## src/rtl/sar_search4bit.sv

```systemverilog
// Successive-approximation search controller that drives a magnitude comparator MSB-first.
// Define SAR_EARLY_EXIT_EN to end a search as soon as an exact match is seen.
module sar_search4bit #(
    parameter int WIDTH = 4
) (
    input  logic             clk,
    input  logic             rst_n,
    input  logic             start,
    input  logic             less,
    input  logic             equal,
    input  logic             greater,
    output logic [WIDTH-1:0] guess,
    output logic             busy,
    output logic             done,
    output logic [WIDTH-1:0] result,
    output logic             hit,
    output logic             err
);

    localparam int IW = $clog2(WIDTH);
    localparam logic [WIDTH-1:0] MSB = {1'b1, {(WIDTH-1){1'b0}}};
    localparam logic [WIDTH-1:0] ONE = {{(WIDTH-1){1'b0}}, 1'b1};
    localparam logic [IW-1:0]    TOP = IW'(WIDTH-1);

    typedef enum logic [1:0] {
        IDLE,
        TEST,
        DONE
    } state_t;

    state_t           state_q, state_d;
    logic [WIDTH-1:0] guess_q, guess_d;
    logic [WIDTH-1:0] result_q, result_d;
    logic [IW-1:0]    idx_q, idx_d;
    logic             hit_q, hit_d;
    logic             err_q, err_d;

    logic             legal;
    logic             early_stop;
    logic [WIDTH-1:0] cur;

    // Exactly one comparator flag high: odd parity rules out zero and two, the AND rules out three.
    assign legal = (less ^ equal ^ greater) & ~(less & equal & greater);

`ifdef SAR_EARLY_EXIT_EN
    assign early_stop = equal & legal;
`else
    assign early_stop = 1'b0;
`endif

    assign cur = greater ? (guess_q & ~(ONE << idx_q)) : guess_q;

    always_ff @(posedge clk or negedge rst_n) begin
        if (!rst_n) begin
            state_q  <= IDLE;
            guess_q  <= '0;
            result_q <= '0;
            idx_q    <= '0;
            hit_q    <= 1'b0;
            err_q    <= 1'b0;
        end else begin
            state_q  <= state_d;
            guess_q  <= guess_d;
            result_q <= result_d;
            idx_q    <= idx_d;
            hit_q    <= hit_d;
            err_q    <= err_d;
        end
    end

    always_comb begin
        state_d  = state_q;
        guess_d  = guess_q;
        result_d = result_q;
        idx_d    = idx_q;
        hit_d    = hit_q;
        err_d    = err_q;

        case (state_q)
            IDLE, DONE: begin
                if (start) begin
                    guess_d = MSB;
                    idx_d   = TOP;
                    hit_d   = 1'b0;
                    err_d   = 1'b0;
                    state_d = TEST;
                end else begin
                    state_d = IDLE;
                end
            end

            TEST: begin
                if (equal) begin
                    hit_d = 1'b1;
                end
                if (!legal) begin
                    err_d = 1'b1;
                end

                // On an early match guess already equals the target, so it is left in place.
                if (early_stop) begin
                    result_d = guess_q;
                    state_d  = DONE;
                end else if (idx_q == '0) begin
                    result_d = cur;
                    guess_d  = cur;
                    state_d  = DONE;
                end else begin
                    guess_d = cur | (ONE << (idx_q - IW'(1)));
                    idx_d   = idx_q - IW'(1);
                end
            end

            default: begin
                state_d = IDLE;
            end
        endcase
    end

    assign guess  = guess_q;
    assign busy   = (state_q == TEST);
    assign done   = (state_q == DONE);
    assign result = result_q;
    assign hit    = hit_q;
    assign err    = err_q;

endmodule

```

## config.mk

```make
export PLATFORM = sky130hd
export DESIGN_NAME = sar_search4bit
export DESIGN_NICKNAME = d
export VERILOG_FILES = /design/src/rtl/sar_search4bit.sv
export SDC_FILE = /design/constraint.sdc
export NUM_CORES = 1
export LEC_CHECK = 0
export ABC_AREA = 1
export CORE_MARGIN = 1.5
export CORE_UTILIZATION = 50
export CTS_CLUSTER_DIAMETER = 80
export CTS_CLUSTER_SIZE = 40
export DETAILED_ROUTE_END_ITERATION = 7
export PLACE_DENSITY = 0.81
export SLEW_MARGIN = 5
export SYNTH_ARGS = -nofsm -noshare
export SYNTH_HDL_FRONTEND = slang
export SYNTH_SLANG_ARGS = --single-unit
```

## constraint.sdc

```tcl
create_clock -name clk -period 2.9 [get_ports clk]
set_input_delay 0.725 -clock clk [delete_from_list [all_inputs] [get_ports clk]]
set_output_delay 0.725 -clock clk [all_outputs]
set_load 0.02 [all_outputs]
```

After elaboration in Yosys (flattened, before gate mapping)
Index checks and enable logic that the tools add are counted.
Widths: inputs -> output; s select.
- reductions and logical operators: 9
- add/sub/neg operators: 1
- bitwise operators: 9
- multiplexer cells: 15
- shifts and indexed selects: 2
- eq/ne operators: 7
- operators by type and width (kind ; number):
    $mux 4 ; 3
    $reduce_and 3->1 ; 3
    $ne 2x2->1 const B ; 4
    $pmux 2 s2 ; 2
    $pmux 4 s2 ; 1
    $shl 1x2->4 const A ; 2
    $mux 2 ; 3
    $and 4x4->4 ; 1
    $logic_not 2->1 ; 2
    $mux 1 ; 4
    $not 4->4 ; 1
    $or 4x4->4 ; 1
    $pmux 1 s2 ; 2
    $reduce_and 2->1 ; 2
    $and 1x1->1 ; 3
    $eq 2x1->1 const B ; 1
    $eq 2x2->1 const B ; 1
    $ne 2x1->1 const B ; 1
    $reduce_bool 2->1 ; 1
    $reduce_or 2->1 ; 1
    $sub 2x1->2 const B ; 1
    $xor 1x1->1 ; 2
    $not 1->1 ; 1
- input bits: 6
- output and inout bits: 12
- logic and storage cells: 49
- flip-flop bits (word level): 14

Longest topological paths before layout
Gate-level depths: netlist (run 1).
- depth after elaboration: 7
- depth in mapped cells: 7

Worst setup path before layout (run 1)
No wires, ideal clock.
- path kind: flip-flop to output port
- from: reg state_q[1]
- to: out done
- data required time: 2.175 ns
- cell stages (with the launch flop): 3
- path buffers: 0
- data arrival time: 0.787 ns
- path slack: 1.388 ns
- cells stage by stage: dfrtp_1 -> inv_2 -> nor2_1
- cells in the longest elaborated chain, start to end: 1
- ends and longest elaborated chain (what ; line ; text):
    start, declared ; 31 ; state_t state_q, state_d;
    start signal, assigned ; 62 ; state_q <= state_d;
    $eq 2x2->1 ; 122 ; assign done = (state_q == DONE);
    end, declared ; 14 ; output logic done,
Every way passes these cells.

Worst setup path in the final report (run 1)
- from: reg state_q[0]
- to: out busy
- cells in the longest elaborated chain, start to end: 1
- ends and longest elaborated chain (what ; line ; text):
    $eq 2x1->1 ; 121 ; assign busy = (state_q == TEST);
    end, declared ; 13 ; output logic busy,
Every way passes these cells.

==> results.toml, run 1 <==
[job]
drv_cap = 0

[sta]
tns_ns = 0
finalSetupViolCount = 0
maxSlewViolCount = 0
timing.final.crit_share_pct = 79.3
fin_crit_ns = 2.30
worst_pin_slew_ns = 0.608
maxSlewHeadroom_pct = 59.3
clock.fmax_mhz = 435
clock-skew-final_ns = 0.00370
rsz0062_at_grt = "false"
hold_viol = 0

[critical_path]
reg2regPathDepth = 5
path_buf_inv = 2
cp.arrival_ns = 1.57
crit_path_cell_trace = "inv_2, nor2_8, clkdlybuf4s50_1"
cp-startpoint = "state_q[0]"
cp-end-kind = "primary output"
cp.depth = 3
slowest_delay_ns = 0.63
startpoint_type = "flip-flop"
worstSetupPathType = "reg -> out"
critPathMaxFanout = 8
path_delay_family = "buffers and inverters"
cp_slowest_cell = "clkdlybuf4s50_1"
required_ns = 2.17
worstReg2RegStart = "idx_q[0]"

[min_path]
hold_class = "reg -> reg"
hold_start = "result[1]"
holdPathStages = 2

[outcome]
status = "complete, no violations"

[die]
initial_core_util_pct = 55.4
fp.dieH_um = 41.5
pin_count = 18
coreArea_mm2 = 0.00133
dieWidth_um = 41.5
die_area_mm2 = 0.00172
rows = 13

[route]
wirelength_mm = 1.48
dr.pass1.iters = 2
vias = 618
drt-wirelength-per-cell_um = 12.1
drtIter0Drc = 17
drc = 0
drtAntennaViolNets = 0
via_per_inst = 5.02

[pwr]
power.share.clock_pct = 12.0
ir_drop_mv = 0.809
switching_share_pct = 45.9
p_comb_share_pct = 56.8
p_per_area_mw_per_mm2 = 1220
leakage_nw = 0.498
p_total_mw = 1.18
intPower_uw = 639
p_sw_uw = 541
p_seq_share_pct = 31.2

[synthesis]
yosys_warnings = 0
synth_area_per_cell_um2 = 8.50
syn_inst = 87
synth_nets = 98
syn_area_um2 = 739
synth-seq-cells = 14
ys_top_cells_by_area = "dfrtp_1 47%, nand2_1 18%, ha_1 8.5%"
yosysTopAreaCell = "dfrtp_1"
yosys.area.top_type_share_pct = 47.4
synth_cell_types = 15
ys_seq_area_share_pct = 47.4

[clock_tree]
hold_buffers = 0
cts_made_buffers = 3
post_cts_buffers = 0
cts-resized-gates = 0
clockRootBuffer = "clkbuf_4"
max-clock-path-buffers = 2
path_clk_slew_ns = 0.09
tritoncts = "done"
cts.htree.levels = 1
numClockSinks = 14
clock_latency_ns = 0.28

[global_route]
grt_max_degree = 15
grt_overflow_total = 0
grt_pass1_wl_mm = 2.50
antenna_found_initial = 0
grt_pass1_vias = 569
grt_usage_pct = 19.2

[placement]
portBuffers = 17
dp_hpwl_mm = 1.12
gp_congestion = 0.880

[layout]
antenna_cells = 0
drive_gt1_share_pct = 14.8
layout.nets = 120
area_delta_synth_final_pct = 30.5
[worst paths after layout]
| path | end | slack [ns] |
|---|---|---|
| min reg2reg | result[1] | 0.49 |
| max reg2reg | guess[0] | 1.47 |
| min | result[1] | 0.49 |
| max | busy | 0.60 |
| max in group asynchronous | result[2] | 1.69 |
| min in group asynchronous | err | 0.82 |
[state kept, by name, summed over array words and instances, names as in the netlist]
name and flops:
hit 1, state_q 2, idx_q 2, err 1
guess 4, result 4
[cells in the final DEF, fill, tap and decap left out]
cell              n
o21ai_2           3
inv_1             4
clkbuf_8          1
a21boi_0          1
inv_2             3
clkdlybuf4s50_1  17
nand2_4           1
nand3_1          11
clkinv_4          1
ha_1              5
nor2_1            3
nand2_2           3
nor2_8            1
nand2_1          35
nor3_1            1
dfrtp_1          14
clkbuf_4          3
o21ai_1           1
[tightest hold or removal path, delay by kind of cell (launching register included)]
kind / cells / cell delay [ns]
and+or+nand+nor: 1 / 0.07
AOI/OAI and AO/OA: 1 / 0.05
DFF: 1 / 0.35
[Yosys cell counts]
cell type / number
nor2_1: 3
nand2_1: 35
nand2_4: 1
clkinv_4: 1
nand3_1: 11
inv_1: 4
a21boi_0: 1
inv_2: 3
nand2_2: 3
o21ai_2: 3
nor2_8: 1
ha_1: 5
dfrtp_1: 14
o21ai_1: 1
nor3_1: 1
[per-layer routing]
layer  share of wire, %  global-route usage, %
met3                3.9                   3.04
met1                 47                   22.9
met5                  0                      0
met4                1.9                   11.6
met2                 48                   32.2
[logic make-up after synthesis]
logic type	Yosys count	share of synthesized area, %
AOI/OAI and AO/OA	5	5.25
adders and majority gates	5	8.46
buffers and inverters	8	4.74
DFF	14	47.4
and+or+nand+nor	55	34.2
[cell type report]
type | count | area, um^2
fillers | 98 | 369
flip-flops and latches | 14 | 350
well taps | 15 | 18.8
multi-input cells | 65 | 354
repair buffers | 17 | 170
inverters | 8 | 35.0
clock buffers | 4 | 36.3
[stage by stage]
step	std cells	setup slack, ns	hold WS, ns	instance area [um^2]	utilization, %
after detailed placement	119	0.919	0.471	928	69.6
after floorplan	87	1.39	0.429	739	-
final	123	0.601	0.491	965	72.3
after global routing	123	0.536	0.514	965	72.3
after global placement	119	0.937	0.463	928	69.6
after CTS	123	0.589	0.492	965	72.3
[power groups by stage]
| stage | registers (mW) | logic [mW] | clock network (mW) |
|---|---|---|---|
| global placement | 0.365 | 0.655 | 0 |
| finish | 0.368 | 0.671 | 0.142 |
| detailed placement | 0.369 | 0.670 | 0 |
| CTS | 0.366 | 0.675 | 0.145 |
| floorplan | 0.434 | 0.366 | 0 |
| global route | 0.379 | 0.738 | 0.152 |
(Power assumes the default switching activity.)
==> run 2, diff against run 1 <==
--- a/config.mk
+++ b/config.mk
@@ -7,11 +7,11 @@
 export LEC_CHECK = 0
 export ABC_AREA = 1
 export CORE_MARGIN = 1.5
-export CORE_UTILIZATION = 50
+export CORE_UTILIZATION = 47
 export CTS_CLUSTER_DIAMETER = 80
 export CTS_CLUSTER_SIZE = 40
 export DETAILED_ROUTE_END_ITERATION = 7
-export PLACE_DENSITY = 0.81
+export PLACE_DENSITY = 0.76
 export SLEW_MARGIN = 5
 export SYNTH_ARGS = -nofsm -noshare
 export SYNTH_HDL_FRONTEND = slang
==> constraint.sdc (replaced) <==
create_clock -name clk -period 2.3 [get_ports clk]
set_input_delay 0.575 -clock clk [delete_from_list [all_inputs] [get_ports clk]]
set_output_delay 0.575 -clock clk [all_outputs]
set_load 0.02 [all_outputs]
==> results.toml, run 2 (synthesis gave the netlist of run 1 again) <==
[clock_tree]
clockRootBuffer = "clkbuf_4"
hold_buffers = 0
post_cts_buffers = 0
clock_latency_ns = 0.28
tritoncts = "done"
numClockSinks = 14
max-clock-path-buffers = 2
cts.htree.levels = 1
cts_made_buffers = 3
path_clk_slew_ns = 0.08
cts-resized-gates = 0

[critical_path]
startpoint_type = "flip-flop"
required_ns = 1.73
worstSetupPathType = "reg -> out"
cp.arrival_ns = 1.57
slowest_delay_ns = 0.63
crit_path_cell_trace = "inv_2, nor2_8, clkdlybuf4s50_1"
cp_slowest_cell = "clkdlybuf4s50_1"
path_delay_family = "buffers and inverters"
cp-end-kind = "primary output"
critPathMaxFanout = 8
path_buf_inv = 2

[sta]
rsz0062_at_grt = "false"
tns_ns = 0
maxSlewHeadroom_pct = 58.4
clock.fmax_mhz = 467
finalSetupViolCount = 0
clock-skew-final_ns = 0.00461
timing.final.crit_share_pct = 93.2
worst_pin_slew_ns = 0.623
fin_crit_ns = 2.14
maxSlewViolCount = 0
hold_viol = 0

[layout]
fill_cells = 116
final_cell_mix = "35 x nand2_1, 17 x clkdlybuf4s50_1, 14 x dfrtp_1"
ff_latch_area_um2 = 350
final_common_cell = "nand2_1"
area_delta_synth_final_pct = 28.8
layout.nets = 120
multi_input_area_um2 = 354
antenna_cells = 0
drive_gt1_share_pct = 14.0
final_cells = 123

[route]
via_per_inst = 5.07
dr.pass1.iters = 4
drc = 0
drtIter0Drc = 12
drtAntennaViolNets = 0
met3_length_um = 76
vias = 624
drt-wirelength-per-cell_um = 11.6
wl_met2_um = 658
wirelength_mm = 1.42
top_layer_used = "met4"
wl_met1_um = 641

[pwr]
p_per_area_mw_per_mm2 = 1510
switching_share_pct = 46.5
p_seq_share_pct = 32.1
p_total_mw = 1.43
leakage_nw = 0.491
p_comb_share_pct = 58.4
p_sw_uw = 668
intPower_uw = 767
ir_drop_mv = 0.771
power.share.clock_pct = 9.6

[die]
initial_core_util_pct = 49.7
pin_count = 18
coreArea_mm2 = 0.00149
rows = 14
die_area_mm2 = 0.00182
dieWidth_um = 42.7
fp.dieH_um = 42.7

[global_route]
grt_pass1_vias = 575
grt_pass1_wl_mm = 2.47
grt_overflow_total = 0
antenna_found_initial = 0
grt_usage_pct = 17.9
grt_max_degree = 15

[min_path]
hold_class = "reg -> reg"

[placement]
dp_hpwl_mm = 1.08
gp_congestion = 0.879
dp.cells = 120
portBuffers = 17

[outcome]
status = "complete, no violations"

[job]
drv_cap = 0
-- run 2: changes by cell type in the layout (fill, tap and decap cells not counted), sizes merged --
cell    change
clkbuf      -1
-- run 2: final timing paths --
kind | start | end | slack, ns | cells past startpoint
worst max-delay path | state_q[0] | busy | 0.16 | 3
worst min-delay path | result[0] | result[0] | 0.48 | 2
worst max register to register | idx_q[0] | guess[1] | 0.92 | 6
worst min register to register | result[0] | result[0] | 0.48 | 2
max in group asynchronous | rst_n | result[2] | 1.22 | 1
min in group asynchronous | rst_n | state_q[1] | 0.68 | 1
-- run 2: metal layers --
layer	vias to the layer above	track usage, %
met5	-	0
met4	0	8.13
met3	8	3.83
met2	20	27.6
met1	279	24.0
li1	317	-
-- run 2: area by class of cell --
type                    count  share of cell area, %
multi-input cells          65                   37.2
inverters                   8                   3.68
well taps                  16                   2.10
repair buffers             17                   17.9
flip-flops and latches     14                   36.8
clock buffers               3                   2.37
-- run 2: power by group through the flow --
stage                     sequential [mW]  combinational [mW]  clock, mW
after CTS                           0.461               0.847      0.139
final                               0.460               0.837      0.138
after global routing                0.476               0.932      0.152
after floorplan                     0.547               0.461          0
after global placement              0.460               0.834          0
after detailed placement            0.466               0.841          0
-- run 2: worst reg2reg max path: cells and delay by family (launching register included) --
family / cells / cell delay [ns]
adder cells (fa/ha/maj): 1 / 0.30
AND/OR/NAND/NOR: 4 / 0.38
flip-flops: 1 / 0.46
buffers and inverters: 1 / 0.13
-- run 2: metrics by stage --
step / instance area, um^2 / util (%) / hold slack, ns / worst slack (ns)
5_1_grt: 952 / 63.9 / 0.511 / 0.106
3_5_place_dp: 930 / 62.4 / 0.465 / 0.474
2_1_floorplan: 739 / - / 0.279 / 0.938
4_1_cts: 952 / 63.9 / 0.486 / 0.158
3_3_place_gp: 930 / 62.4 / 0.464 / 0.481
6_report: 952 / 63.9 / 0.481 / 0.157
